`config.mk`:
```
export PLATFORM = sky130hd
export DESIGN_NAME = instr_mem_loader
export DESIGN_NICKNAME = d
export VERILOG_FILES = /design/src/rtl/instr_mem_loader_pkg.sv /design/src/rtl/instr_mem_loader_byte_packer.sv /design/src/rtl/instr_mem_loader.sv
export SDC_FILE = /design/constraint.sdc
export NUM_CORES = 1
export LEC_CHECK = 0
export CORE_AREA = 2 2 194 196
export CTS_CLUSTER_DIAMETER = 60
export CTS_CLUSTER_SIZE = 30
export DETAILED_ROUTE_END_ITERATION = 16
export DIE_AREA = 0 0 196 198
export GPL_ROUTABILITY_DRIVEN = 0
export PLACE_DENSITY = 0.87
export SYNTH_ARGS = -nofsm -noshare
export SYNTH_HDL_FRONTEND = slang
export SYNTH_SLANG_ARGS = --single-unit
```
`constraint.sdc`:
```
create_clock -name clk -period 2.5 [get_ports clk]
set_input_delay 0.625 -clock clk [delete_from_list [all_inputs] [get_ports clk]]
set_output_delay 0.625 -clock clk [all_outputs]
set_load 0.02 [all_outputs]
```
`src/rtl/instr_mem_loader_pkg.sv`:
```
// ---------------------------------------------------------------------------
// imem_pkg
//   Shared definitions for the instruction-memory loader: default depth,
//   bytes per word, the loader state encoding and a byte-lane insert helper.
//   CHECK is always declared so the encoding is the same whether or not the
//   checksum feature (INSTR_LOADER_CHECKSUM_EN) is compiled in.
// ---------------------------------------------------------------------------
package imem_pkg;

  localparam int IMEM_DEPTH = 13;
  localparam int WORD_BYTES = 4;

  typedef enum logic [2:0] {
    IDLE,
    ASSEMBLE,
    WRITE,
    CHECK,
    DONE
  } loader_state_t;

  // Replace byte lane idx of w with b (little-endian lane numbering).
  function automatic logic [31:0] put_byte(input logic [31:0] w,
                                           input logic [1:0]  idx,
                                           input logic [7:0]  b);
    logic [31:0] r;
    r = w;
    r[{idx, 3'b000} +: 8] = b;
    return r;
  endfunction

endpackage

```
`src/rtl/instr_mem_loader_byte_packer.sv`:
```
// ---------------------------------------------------------------------------
// byte_packer
//   Packs an accepted byte stream into 32-bit little-endian words. Used by
//   the loader for program words and, when enabled, for the checksum word.
//
//   clk, reset    : clock, synchronous active-high reset
//   clear_i       : restart packing at byte lane 0
//   accept_i      : byte_i is consumed on this edge
//   byte_i        : incoming byte
//   word_o        : lane register (complete after the 4th accept)
//   word_nxt_o    : lane register with byte_i merged into the current lane;
//                   equals the finished word in the cycle of the 4th accept
//   word_ready_o  : pulse, the current accept completes a word
// ---------------------------------------------------------------------------
module byte_packer
  import imem_pkg::*;
(
  input  logic        clk,
  input  logic        reset,
  input  logic        clear_i,
  input  logic        accept_i,
  input  logic [7:0]  byte_i,
  output logic [31:0] word_o,
  output logic [31:0] word_nxt_o,
  output logic        word_ready_o
);

  localparam logic [1:0] LAST_IDX = 2'(WORD_BYTES - 1);

  logic [1:0]  idx_q;
  logic [31:0] word_q;

  assign word_nxt_o   = put_byte(word_q, idx_q, byte_i);
  assign word_ready_o = accept_i && (idx_q == LAST_IDX);
  assign word_o       = word_q;

  always_ff @(posedge clk) begin
    if (reset) begin
      idx_q  <= '0;
      word_q <= '0;
    end else if (clear_i) begin
      idx_q  <= '0;
    end else if (accept_i) begin
      word_q <= word_nxt_o;
      // Two-bit index wraps from the last lane back to 0 by itself.
      idx_q  <= idx_q + 2'd1;
    end
  end

endmodule

```
`src/rtl/instr_mem_loader.sv`:
```
// ---------------------------------------------------------------------------
// instr_mem_loader
//   Writer side of the instruction memory. Accepts a byte stream over a
//   valid/ready handshake, packs 4 bytes per word (LSB first) and writes
//   words sequentially into a registered memory array read by fetch.
//   fetch_enable stays low until the whole program is written.
//
//   Optional feature macro: INSTR_LOADER_CHECKSUM_EN
//     When defined, a running XOR of the written words is compared against
//     a 4-byte checksum word sent after the last program word.
//
//   Ports
//     clk, reset          : clock, synchronous active-high reset
//     start               : begin a load (honoured in IDLE / DONE only)
//     in_valid, in_byte   : byte stream input
//     in_ready            : byte accepted on edges with in_valid && in_ready
//     instruction_memory  : DEPTH x 32-bit registered memory
//     word_count          : words written in the current load
//     loading             : load in progress
//     load_done           : program fully written
//     fetch_enable        : fetch stage may read the memory
//     checksum_err        : checksum mismatch (0 without the feature)
// ---------------------------------------------------------------------------
module instr_mem_loader
  import imem_pkg::*;
#(
  parameter int DEPTH = IMEM_DEPTH
) (
  input  logic                         clk,
  input  logic                         reset,
  input  logic                         start,
  input  logic                         in_valid,
  input  logic [7:0]                   in_byte,
  output logic                         in_ready,
  output logic [31:0]                  instruction_memory [DEPTH],
  output logic [$clog2(DEPTH+1)-1:0]   word_count,
  output logic                         loading,
  output logic                         load_done,
  output logic                         fetch_enable,
  output logic                         checksum_err
);

  localparam int            CW        = $clog2(DEPTH + 1);
  localparam logic [CW-1:0] LAST_WORD = CW'(DEPTH - 1);

  loader_state_t state_q;
  logic [31:0]   mem_q [DEPTH];
  logic [CW-1:0] wc_q;
  logic          in_ready_q;
  logic          loading_q;
  logic          done_q;
  logic          fetch_q;

  logic          accept;
  logic          pk_clear;
  logic          pk_ready;
  logic [31:0]   pk_word;
  logic [31:0]   pk_word_nxt;

  // in_ready is a register, so acceptance never depends combinationally on
  // in_valid from the upstream side.
  assign accept   = in_valid && in_ready_q;
  assign pk_clear = start && ((state_q == IDLE) || (state_q == DONE));

  byte_packer u_packer (
    .clk          (clk),
    .reset        (reset),
    .clear_i      (pk_clear),
    .accept_i     (accept),
    .byte_i       (in_byte),
    .word_o       (pk_word),
    .word_nxt_o   (pk_word_nxt),
    .word_ready_o (pk_ready)
  );

`ifdef INSTR_LOADER_CHECKSUM_EN
  logic [31:0] xor_q;
  logic        err_q;
`else
  // The merged word is only needed to compare the checksum.
  logic [31:0] unused_word_nxt;
  assign unused_word_nxt = pk_word_nxt;
`endif

  always_ff @(posedge clk) begin
    if (reset) begin
      state_q    <= IDLE;
      wc_q       <= '0;
      in_ready_q <= 1'b0;
      loading_q  <= 1'b0;
      done_q     <= 1'b0;
      fetch_q    <= 1'b0;
      for (int i = 0; i < DEPTH; i++) mem_q[i] <= '0;
`ifdef INSTR_LOADER_CHECKSUM_EN
      xor_q      <= '0;
      err_q      <= 1'b0;
`endif
    end else begin
      unique case (state_q)
        // Memory is not cleared on a new load; entries are overwritten.
        IDLE, DONE: begin
          if (start) begin
            state_q    <= ASSEMBLE;
            wc_q       <= '0;
            in_ready_q <= 1'b1;
            loading_q  <= 1'b1;
            done_q     <= 1'b0;
            fetch_q    <= 1'b0;
`ifdef INSTR_LOADER_CHECKSUM_EN
            xor_q      <= '0;
            err_q      <= 1'b0;
`endif
          end
        end

        ASSEMBLE: begin
          if (pk_ready) begin
            state_q    <= WRITE;
            in_ready_q <= 1'b0;
          end
        end

        WRITE: begin
          for (int i = 0; i < DEPTH; i++)
            if (wc_q == CW'(i)) mem_q[i] <= pk_word;
          wc_q <= wc_q + 1'b1;
`ifdef INSTR_LOADER_CHECKSUM_EN
          xor_q <= xor_q ^ pk_word;
`endif
          if (wc_q == LAST_WORD) begin
`ifdef INSTR_LOADER_CHECKSUM_EN
            state_q    <= CHECK;
            in_ready_q <= 1'b1;
`else
            state_q    <= DONE;
            in_ready_q <= 1'b0;
            loading_q  <= 1'b0;
            done_q     <= 1'b1;
            fetch_q    <= 1'b1;
`endif
          end else begin
            state_q    <= ASSEMBLE;
            in_ready_q <= 1'b1;
          end
        end

`ifdef INSTR_LOADER_CHECKSUM_EN
        // The 4th checksum byte is still on the input, so compare the
        // merged word rather than the lane register.
        CHECK: begin
          if (pk_ready) begin
            state_q    <= DONE;
            in_ready_q <= 1'b0;
            loading_q  <= 1'b0;
            done_q     <= 1'b1;
            err_q      <= (pk_word_nxt != xor_q);
            fetch_q    <= (pk_word_nxt == xor_q);
          end
        end
`endif

        default: begin
          state_q    <= IDLE;
          in_ready_q <= 1'b0;
          loading_q  <= 1'b0;
        end
      endcase
    end
  end

  assign in_ready           = in_ready_q;
  assign instruction_memory = mem_q;
  assign word_count         = wc_q;
  assign loading            = loading_q;
  assign load_done          = done_q;
  assign fetch_enable       = fetch_q;
`ifdef INSTR_LOADER_CHECKSUM_EN
  assign checksum_err       = err_q;
`else
  assign checksum_err       = 1'b0;
`endif

endmodule

```
=== Word level (Yosys, flattened, before mapping) ===
Index checks and enable logic that the tools add are counted.

* Add/subtract/negate cells: 3
* Equal/unequal tests: 19
* Shifts and indexed selects: 2
* Muxes and demuxes: 16
* Bitwise logic cells: 2
* Reduce and logical (&&, ||, !) cells: 27

{| class="wikitable"
|+ Operators by type and width
! operator !! count
|-
| $bwmux W32 || 1
|-
| $reduce_and A2 Y1 || 16
|-
| $shift A8 B7 Y32 const A || 1
|-
| $shiftx A8 B7 Y32 || 1
|-
| $eq A4 B4 Y1 const B || 5
|-
| $eq A4 B3 Y1 const B || 4
|-
| $mux W3 || 3
|-
| $pmux W3 S3 || 1
|-
| $eq A4 B2 Y1 const B || 2
|-
| $pmux W4 S2 || 1
|-
| $neg A5 Y7 || 1
|-
| $mux W1 || 6
|-
| $ne A2 B2 Y1 const B || 3
|-
| $pmux W1 S3 || 2
|-
| $reduce_and A3 Y1 || 2
|-
| $add A4 B1 Y4 const B || 1
|-
| $eq A4 B1 Y1 const B || 1
|-
| $logic_not A4 Y1 || 1
|-
| $mux W4 || 1
|-
| $reduce_or A2 Y1 || 2
|-
| $eq A3 B1 Y1 const B || 1
|-
| $eq A3 B2 Y1 const B || 1
|-
| $eq A3 B3 Y1 const B || 1
|-
| $logic_and A1 B1 Y1 || 3
|-
| other kinds (7) || 8
|}

* Bits in registers: 460
* Bits of input ports: 12
* Output and inout bits: 425
* Logic and storage cells: 89

=== Longest topological paths before layout ===
Gate-level depths: netlist of the first run.

* Depth after elaboration: 5
* Gate-level depth with buffers: 6
* Mapped depth without buffers: 5

=== Hierarchy ===
Synthesis of the first run repeated with hierarchy kept, for this count alone.

* Cell total of the unflattened synthesis: 1787
* Area total of the unflattened synthesis: 18485.2 um^2

{| class="wikitable"
|+ Modules (own cells, without submodules)
! module !! times used !! cells an instance !! area each (um^2) !! seq. area each (um^2)
|-
| instr_mem_loader || 1 || 1572 || 16651.0 || 8528.2
|-
| byte_packer || 1 || 215 || 1834.3 || 680.7
|}

=== Worst setup path before layout of the first run ===
No wires, ideal clock.

* Path type: register to register
* Start point: register u_packer.idx_q[0]
* End point: register u_packer.word_q[0], in the netlist u_packer.word_o[0]
* Setup time: 71 ps
* Arrival time: 1704 ps
* Data required time: 2429 ps
* Path slack: 725 ps
* Stages on the path, launching flop included: 6
* Path buffers: 0
* Clock period less this slack: 1775 ps
* Path through: dfxtp_1 -> inv_1 -> ha_1 -> nor3b_1 -> nand4_1 -> a21oi_1

* Longest elaborated chain between the ends: 3
* Elaborated cells between the ends (all ways): 4
* Classes of those cells: add/sub: 1; shift: 2; mux: 1

{| class="wikitable"
|+ RTL lines
! item !! line !! source
|-
| from (decl) || instr_mem_loader_byte_packer.sv:30 || <nowiki>logic [1:0] idx_q;</nowiki>
|-
| from (signal assigned) || instr_mem_loader_byte_packer.sv:46 || <nowiki>idx_q <= idx_q + 2'd1;</nowiki>
|-
| $neg A5 Y7 * || instr_mem_loader_pkg.sv:27 || <nowiki>r[{idx, 3'b000} +: 8] = b;</nowiki>
|-
| $shiftx A8 B7 Y32 / $shift A8 B7 Y32 (equally long branches) || instr_mem_loader_pkg.sv:27 ||
|-
| $bwmux W32 * || instr_mem_loader_pkg.sv:27 ||
|-
| to (signal assigned) || instr_mem_loader_byte_packer.sv:44 || <nowiki>word_q <= word_nxt_o;</nowiki>
|-
| to (decl) || instr_mem_loader_byte_packer.sv:31 || <nowiki>logic [31:0] word_q;</nowiki>
|}

Mark *: on every way between the ends. The rest lies on a longest branch, timed or not.
A chain may end at the register's enable or synchronous reset.

=== Worst setup path after layout of the first run ===
* Start point: register wc_q[3], in the netlist word_count[3]
* End point: output word_count[3]

{| class="wikitable"
|+ RTL lines
! item !! line !! source
|-
| from (decl) || instr_mem_loader.sv:48 || <nowiki>logic [CW-1:0] wc_q;</nowiki>
|-
| from (signal assigned) || instr_mem_loader.sv:126 || <nowiki>wc_q <= wc_q + 1'b1;</nowiki>
|-
| to (decl) || instr_mem_loader.sv:36 || <nowiki>output logic [$clog2(DEPTH+1)-1:0] word_count,</nowiki>
|}

No word-level cell between the ends.

==> flow_summary_export.csv, run 1 <==
group,metric,value,unit
floorplanning,dieArea,0.0388,mm²
critical_path,path_cells,"clkdlybuf4s50_1",
global_routing,gr-usage-met3,0.0654,
status,outcome,"finished, final reports clean",
sta,fin_crit_sh,0.963,
sta,rsz0062_at_grt,"no",
synthesis,ys_warn_count,0,
synthesis,seq_area_frac_synth,0.506,
global_routing,grt.overflow.total,0,
critical_path,worst-path-stages,1,
global_routing,grt_max_degree,144,
placement,hpwl,35800,µm
floorplanning,start_util,0.493,
critical_path,critical_path_class,"flop to output pin",
sta,hold_slack,476,ps
routing,viasPerCell,5.23,
pwr,ir_worst_vdd,0.500,mV
routing,drtIter0Drc,589,
synthesis,synth_area_leader_cell,"dfxtp_1",
clocking,h-tree-depth,2,
floorplanning,coreArea,0.0370,mm²
global_routing,met2_usage,0.458,
sta,slew-limit-headroom,0.514,
global_routing,gr-usage-all-layers,0.265,
critical_path,max_stage_delay,710,ps
global_routing,grt_pass1_vias,13600,
placement,placed_cell_area,0.0229,mm²
final_layout,fin_cells,2525,
synthesis,ys_ff_latch,460,
sta,min_period,2410,ps
hold_path,hold_depth,2,
floorplanning,dieHeight,198,µm
critical_path,r2r_cells,5,
global_routing,grt_pass1_wl,80100,µm
synthesis,synth_area_leaders,"dfxtp_1 51%, mux2i_1 24%, nand2b_1 15%",
global_routing,antenna_found_initial,1,
floorplanning,num_rows,71,
final_layout,regArea,0.00921,mm²
sta,slew_violations,0,
hold_path,min_path_type,"flop to flop",
routing,vias,13200,
critical_path,crit_path_start_kind,"flop",
critical_path,arrival,1780,ps
synthesis,synth_area_per_cell,11.2,µm²
sta,tightest_slew,728,ps
critical_path,worst-path-buf-inv,1,
clocking,tritoncts,"built",
synthesis,syn_inst,1632,
sta,hold_viol_final,0,
final_layout,fillers,2792,
pwr,pwr-share-comb,0.023,
job,maxCapViolCount,0,
placement,port_buffers,435,
critical_path,cp_max_fo,6,
sta,skew,25.9,ps
critical_path,crit_required,1880,ps
pwr,p_leak,0.0108,µW
clocking,hold_buffers,0,
routing,wl_per_cell,21.0,µm
placement,dp.cells,2463,
floorplanning,die_w,196,µm
final_layout,multi_input_area,0.00817,mm²
synthesis,synth_area,0.0182,mm²
sta,setup_tns,0,ps
routing,drcViolationCount,0,
clocking,cts_buffer_depth,3,
global_routing,busiest_layer,"met2",
clocking,cts.clk_slew.worst_paths,70,ps
critical_path,cp_slowest_cell,"clkdlybuf4s50_1",
clocking,clock_sinks,460,
final_layout,drive_gt1_frac,0.0693,
sta,setup_violations,0,
final_layout,stdcell_area,0.0242,mm²
critical_path,critical_path.endpoint_type,"output pin",
pwr,p_switching,3000,µW
pwr,clkPwrFrac,0.444,
synthesis,yosysTopAreaCellShare,0.506,
pwr,intPower,10800,µW
clocking,cts_root_buf,"clkbuf_16",
pwr,swShare,0.218,
clocking,clock_latency,540,ps
sta,max_freq,416,MHz
clocking,cts_resized,0,
global_routing,grt_use_met1,0.321,
pwr,power.density,570,mW/mm²
pwr,seq_power_share,0.532,
critical_path,crit_family,"buffers and inverters",
final_layout,syn_to_final_growth,32.9,%
floorplanning,io_pins,437,
synthesis,syn_nets,1653,
clocking,cts_setup_buffers,0,
routing,routed_wl,53000,µm
final_layout,fin_nets,2046,
synthesis,synthDistinctLibCells,38,
routing,ant_nets,0,
clocking,cts_made_buffers,34,
routing,firstDrtPassIters,5,
[worst paths after layout]
check / from / endpoint / slack (ps)
max: word_count[3] / word_count[3] / 90
min: instruction_memory[254] / instruction_memory[254] / 480
max reg2reg: u_packer.idx_q[0] / u_packer.word_o[24] / 370
min reg2reg: instruction_memory[254] / instruction_memory[254] / 480
[placed cells by master (no fill, tap or decap), types with 10 or more instances in the layout]
| master | count |
|---|---|
| nand4_1 | 16 |
| nor2b_1 | 10 |
| clkdlybuf4s50_1 | 434 |
| a21oi_1 | 17 |
| mux2i_1 | 434 |
| clkbuf_16 | 37 |
| nand2b_1 | 450 |
| buf_4 | 55 |
| nand2_1 | 20 |
| dfxtp_1 | 460 |
[cell type report]
class | count | share of cell area
flip-flops and latches | 460 | 0.381
multi-input cells | 1025 | 0.338
repair buffers | 499 | 0.205
clock buffers | 42 | 0.0399
well taps | 474 | 0.0245
clock inverters | 19 | 0.0119
inverters | 5 | 0.000776
diodes | 1 | 0.000103
[synth_stat cells]
library cell / instances
or3b_2: 1
buf_2: 14
nand3_2: 3
nand2_1: 20
xnor2_1: 1
o21ai_0: 9
dfxtp_1: 460
nand2b_1: 450
nor2_8: 1
ha_1: 9
buf_1: 2
or3b_4: 1
buf_4: 12
and3b_1: 1
clkbuf_1: 86
nor3b_1: 4
inv_1: 5
and3_1: 4
buf_6: 28
o211ai_1: 3
nor3_1: 4
or3_1: 2
nor2b_1: 10
or3b_1: 1
nor3b_2: 2
o21ai_1: 8
nand4_1: 16
nand3_4: 9
nor4b_2: 2
nor4bb_1: 1
a31oi_1: 1
nand3_1: 7
nor2_1: 1
mux2i_1: 434
nor4_1: 1
a21oi_1: 17
conb_1: 1
a211oi_1: 1
[registers in the layout, indices dropped and copies added (netlist names)]
| name | flops |
|---|---|
| instruction_memory | 416 |
| u_packer.word_o | 32 |
| word_count | 4 |
| state_q | 3 |
| u_packer.idx_q | 2 |
| fetch_enable | 1 |
| in_ready | 1 |
| loading | 1 |
[cell families (layout without fill, tap and decap cells)]
| group | Yosys count | in the layout | share of synthesized area |
|---|---|---|---|
| AND/OR/NAND/NOR | 541 | 541 | 0.192 |
| AO/OA/AOI/OAI | 39 | 39 | 0.0113 |
| multiplexers | 434 | 434 | 0.239 |
| flip-flops | 460 | 460 | 0.506 |
| adder cells (fa/ha/maj) | 9 | 9 | 0.00619 |
| buffers and inverters | 147 | 565 | 0.0453 |
| XOR/XNOR | 1 | 1 | 0.000481 |
| other | 1 | 2 | 0.000206 |
[stage by stage]
step           power (µW)  setup slack [ps]   util
5_1_grt             14200              49.7  0.655
2_1_floorplan        7740               725      -
4_1_cts             13900              78.4  0.655
3_5_place_dp         7830               206  0.621
3_3_place_gp         7820               288  0.621
6_report            13800              93.4  0.655
[power by group through the flow]
stage               combinational (µW)  clock [µW]  sequential (µW)
floorplan                          235           0             7510
global route                       341        6530             7340
global placement                   311           0             7510
detailed placement                 315           0             7510
finish                             321        6130             7340
CTS                                317        6240             7340
[routing by layer]
layer / vias up / share of wire
met2: 438 / 0.48
met3: 99 / 0.068
met4: 0 / 0.034
met1: 6472 / 0.42
li1: 6198 / -
met5: - / 0
(Power assumes the default switching activity.)
==> inputs of run 2 (changes only) <==
- CELL_PAD_IN_SITES_DETAIL_PLACEMENT: unset -> 0
- CELL_PAD_IN_SITES_GLOBAL_PLACEMENT: unset -> 1
- CORE_AREA: 2 2 194 196 -> 2 2 196 198
- DIE_AREA: 0 0 196 198 -> 0 0 198 200
- DONT_BUFFER_PORTS: unset -> 1
- PLACE_DENSITY: 0.87 -> 0.85
==> run 2 against run 1 <==
Clock skew is 1.2 ps lower; worst setup slack better by 250 ps; via count down 15%; sequential power about the same; combinational power shrank 41%; maximum frequency is 11% higher; non-clock buffer count fell by 438; design area shrank 19%; power is 4.7% lower; register-to-register slack worse by 30 ps; critical path type is now flop to flop; highest routed layer unchanged.
==> flow_summary_export.csv, run 2 (same netlist as run 1, synthesis figures left out) <==
group,metric,value,unit
status,outcome,"finished, final reports clean",
sta,hold_viol_final,0,
sta,min_period,2160,ps
job,maxCapViolCount,0,
placement,port_buffers,0,
global_routing,grt_pass1_wl,72300,µm
sta,slew_violations,0,
routing,routed_wl,49500,µm
pwr,ir_worst_vdd,0.546,mV
critical_path,r2r_cells,5,
final_layout,final_common_cell,"dfxtp_1",
routing,ant_nets,0,
final_layout,stdcell_area,0.0197,mm²
critical_path,worstSetupEndpoint,"u_packer.word_o[27]",
floorplanning,die_w,198,µm
global_routing,gr-usage-all-layers,0.240,
routing,vias,11200,
routing,drcViolationCount,0,
critical_path,arrival,2680,ps
clocking,cts.clk_slew.worst_paths,100,ps
clocking,h-tree-depth,1,
critical_path,r2r_setup_slack,340,ps
global_routing,grt.overflow.total,0,
final_layout,diodes,0,
sta,rsz0062_at_grt,"no",
critical_path,critical_path.endpoint_type,"flop",
floorplanning,dieArea,0.0396,mm²
global_routing,busiest_layer,"met2",
floorplanning,dieHeight,200,µm
critical_path,max_stage_delay,640,ps
routing,viasPerCell,5.29,
sta,fin_crit_sh,0.864,
clocking,cts_made_buffers,31,
critical_path,critPathLaunch,"u_packer.idx_q[0]",
sta,max_freq,463,MHz
final_layout,layout.cells.most_common_list,"460 x dfxtp_1, 450 x nand2b_1, 434 x mux2i_1",
sta,skew,24.6,ps
clocking,hold_buffers,0,
floorplanning,start_util,0.487,
sta,tightest_slew,719,ps
clocking,cts_root_buf,"clkbuf_16",
clocking,clock_latency,610,ps
floorplanning,coreArea,0.0374,mm²
critical_path,path_cells,"inv_1 -> ha_1 -> nor4b_2 -> nand4_1 -> o21ai_1",
routing,wl_per_cell,23.4,µm
global_routing,grt_use_met1,0.288,
critical_path,r2r_start,"u_packer.idx_q[0]",
critical_path,worst-path-stages,5,
global_routing,antenna_found_initial,0,
global_routing,gr-usage-met3,0.0879,
final_layout,largest_reg_flops,416,
clocking,cts_setup_buffers,0,
critical_path,crit_required,3020,ps
routing,drtIter0Drc,414,
global_routing,grt_pass1_vias,11100,
floorplanning,num_rows,71,
critical_path,cp_max_fo,8,
critical_path,worst-path-buf-inv,1,
clocking,cts_buffer_depth,3,
critical_path,crit_path_start_kind,"flop",
critical_path,timing.rr.end,"u_packer.word_o[27]",
pwr,p_leak,0.00917,µW
placement,hpwl,32900,µm
placement,placed_cell_area,0.0185,mm²
clocking,tritoncts,"built",
floorplanning,io_pins,437,
global_routing,grt_max_degree,477,
sta,setup_tns,0,ps
final_layout,fillers,3305,
final_layout,syn_to_final_growth,8.01,%
clocking,cts_resized,0,
pwr,power.density,668,mW/mm²
sta,slew-limit-headroom,0.520,
critical_path,cp_slowest_cell,"nor4b_2",
final_layout,fin_nets,1605,
clocking,clock_sinks,460,
routing,firstDrtPassIters,4,
sta,setup_violations,0,
critical_path,critical_path_class,"flop to flop",
hold_path,min_path_type,"primary input to flop",
final_layout,drive_gt1_frac,0.0846,
critical_path,crit_family,"simple AND/OR/NAND/NOR gates",
global_routing,met2_usage,0.407,
## run 2: cell types whose count changed in the layout (fill, tap and decap cells not counted), moves of 2 or more
cell,previous run,this run
clkdlybuf4s50_1,434,0
clkbuf_16,37,31
buf_12,9,4
bufinv_16,4,1
inv_16,1,4
buf_4,55,57
clkbuf_1,3,1
## run 2: power breakdown
group	internal, µW	leakage (µW)	switching (µW)	total (µW)
Sequential	7330	0.00370	14.4	7340
Combinational	130	0.00493	59.2	189
Clock	2640	0.000537	2960	5600
## run 2: final cells by class
class / instances / area (µm²) / area share
flip-flops and latches: 460 / 9210 / 0.468
well taps: 511 / 639 / 0.0325
multi-input cells: 1025 / 8170 / 0.416
inverters: 5 / 18.8 / 0.000955
clock inverters: 23 / 309 / 0.0157
repair buffers: 61 / 508 / 0.0258
clock buffers: 34 / 807 / 0.0410
## run 2: worst min-delay path by stage
stage,startpoint,to,slack (ps),depth (start not counted)
2_1_floorplan,u_packer.word_o[0],u_packer.word_o[0],450,2
3_3_place_gp,u_packer.word_o[7],u_packer.word_o[7],460,2
3_5_place_dp,u_packer.word_o[4],u_packer.word_o[4],470,2
4_1_cts,reset,u_packer.word_o[4],110,1
5_1_grt,in_byte[3],u_packer.word_o[3],160,2
6_report,in_byte[7],u_packer.word_o[7],160,2
## run 2: routing by layer
| layer | vias to the layer above | share of wire |
|---|---|---|
| met5 | - | 0 |
| met2 | 350 | 0.47 |
| met4 | 0 | 0.021 |
| li1 | 5315 | - |
| met3 | 55 | 0.098 |
| met1 | 5500 | 0.41 |
## run 2: stage by stage
| stage | std cells | worst slack, ps | total power, µW | hold slack (ps) | utilization |
|---|---|---|---|---|---|
| detailed placement | 2062 | 432 | 7700 | 465 | 0.496 |
| global route | 2119 | 206 | 13600 | 162 | 0.526 |
| global placement | 2062 | 505 | 7700 | 455 | 0.496 |
| CTS | 2119 | 408 | 13200 | 112 | 0.526 |
| finish | 2119 | 341 | 13100 | 161 | 0.526 |
| floorplan | 1632 | 725 | 7740 | 450 | - |
==> inputs of run 3 (changes only) <==
- SKIP_CTS_REPAIR_TIMING: unset -> 1
==> results of run 3 <==
Same layout as run 2: the final DEF is identical, and so are final timing and power.
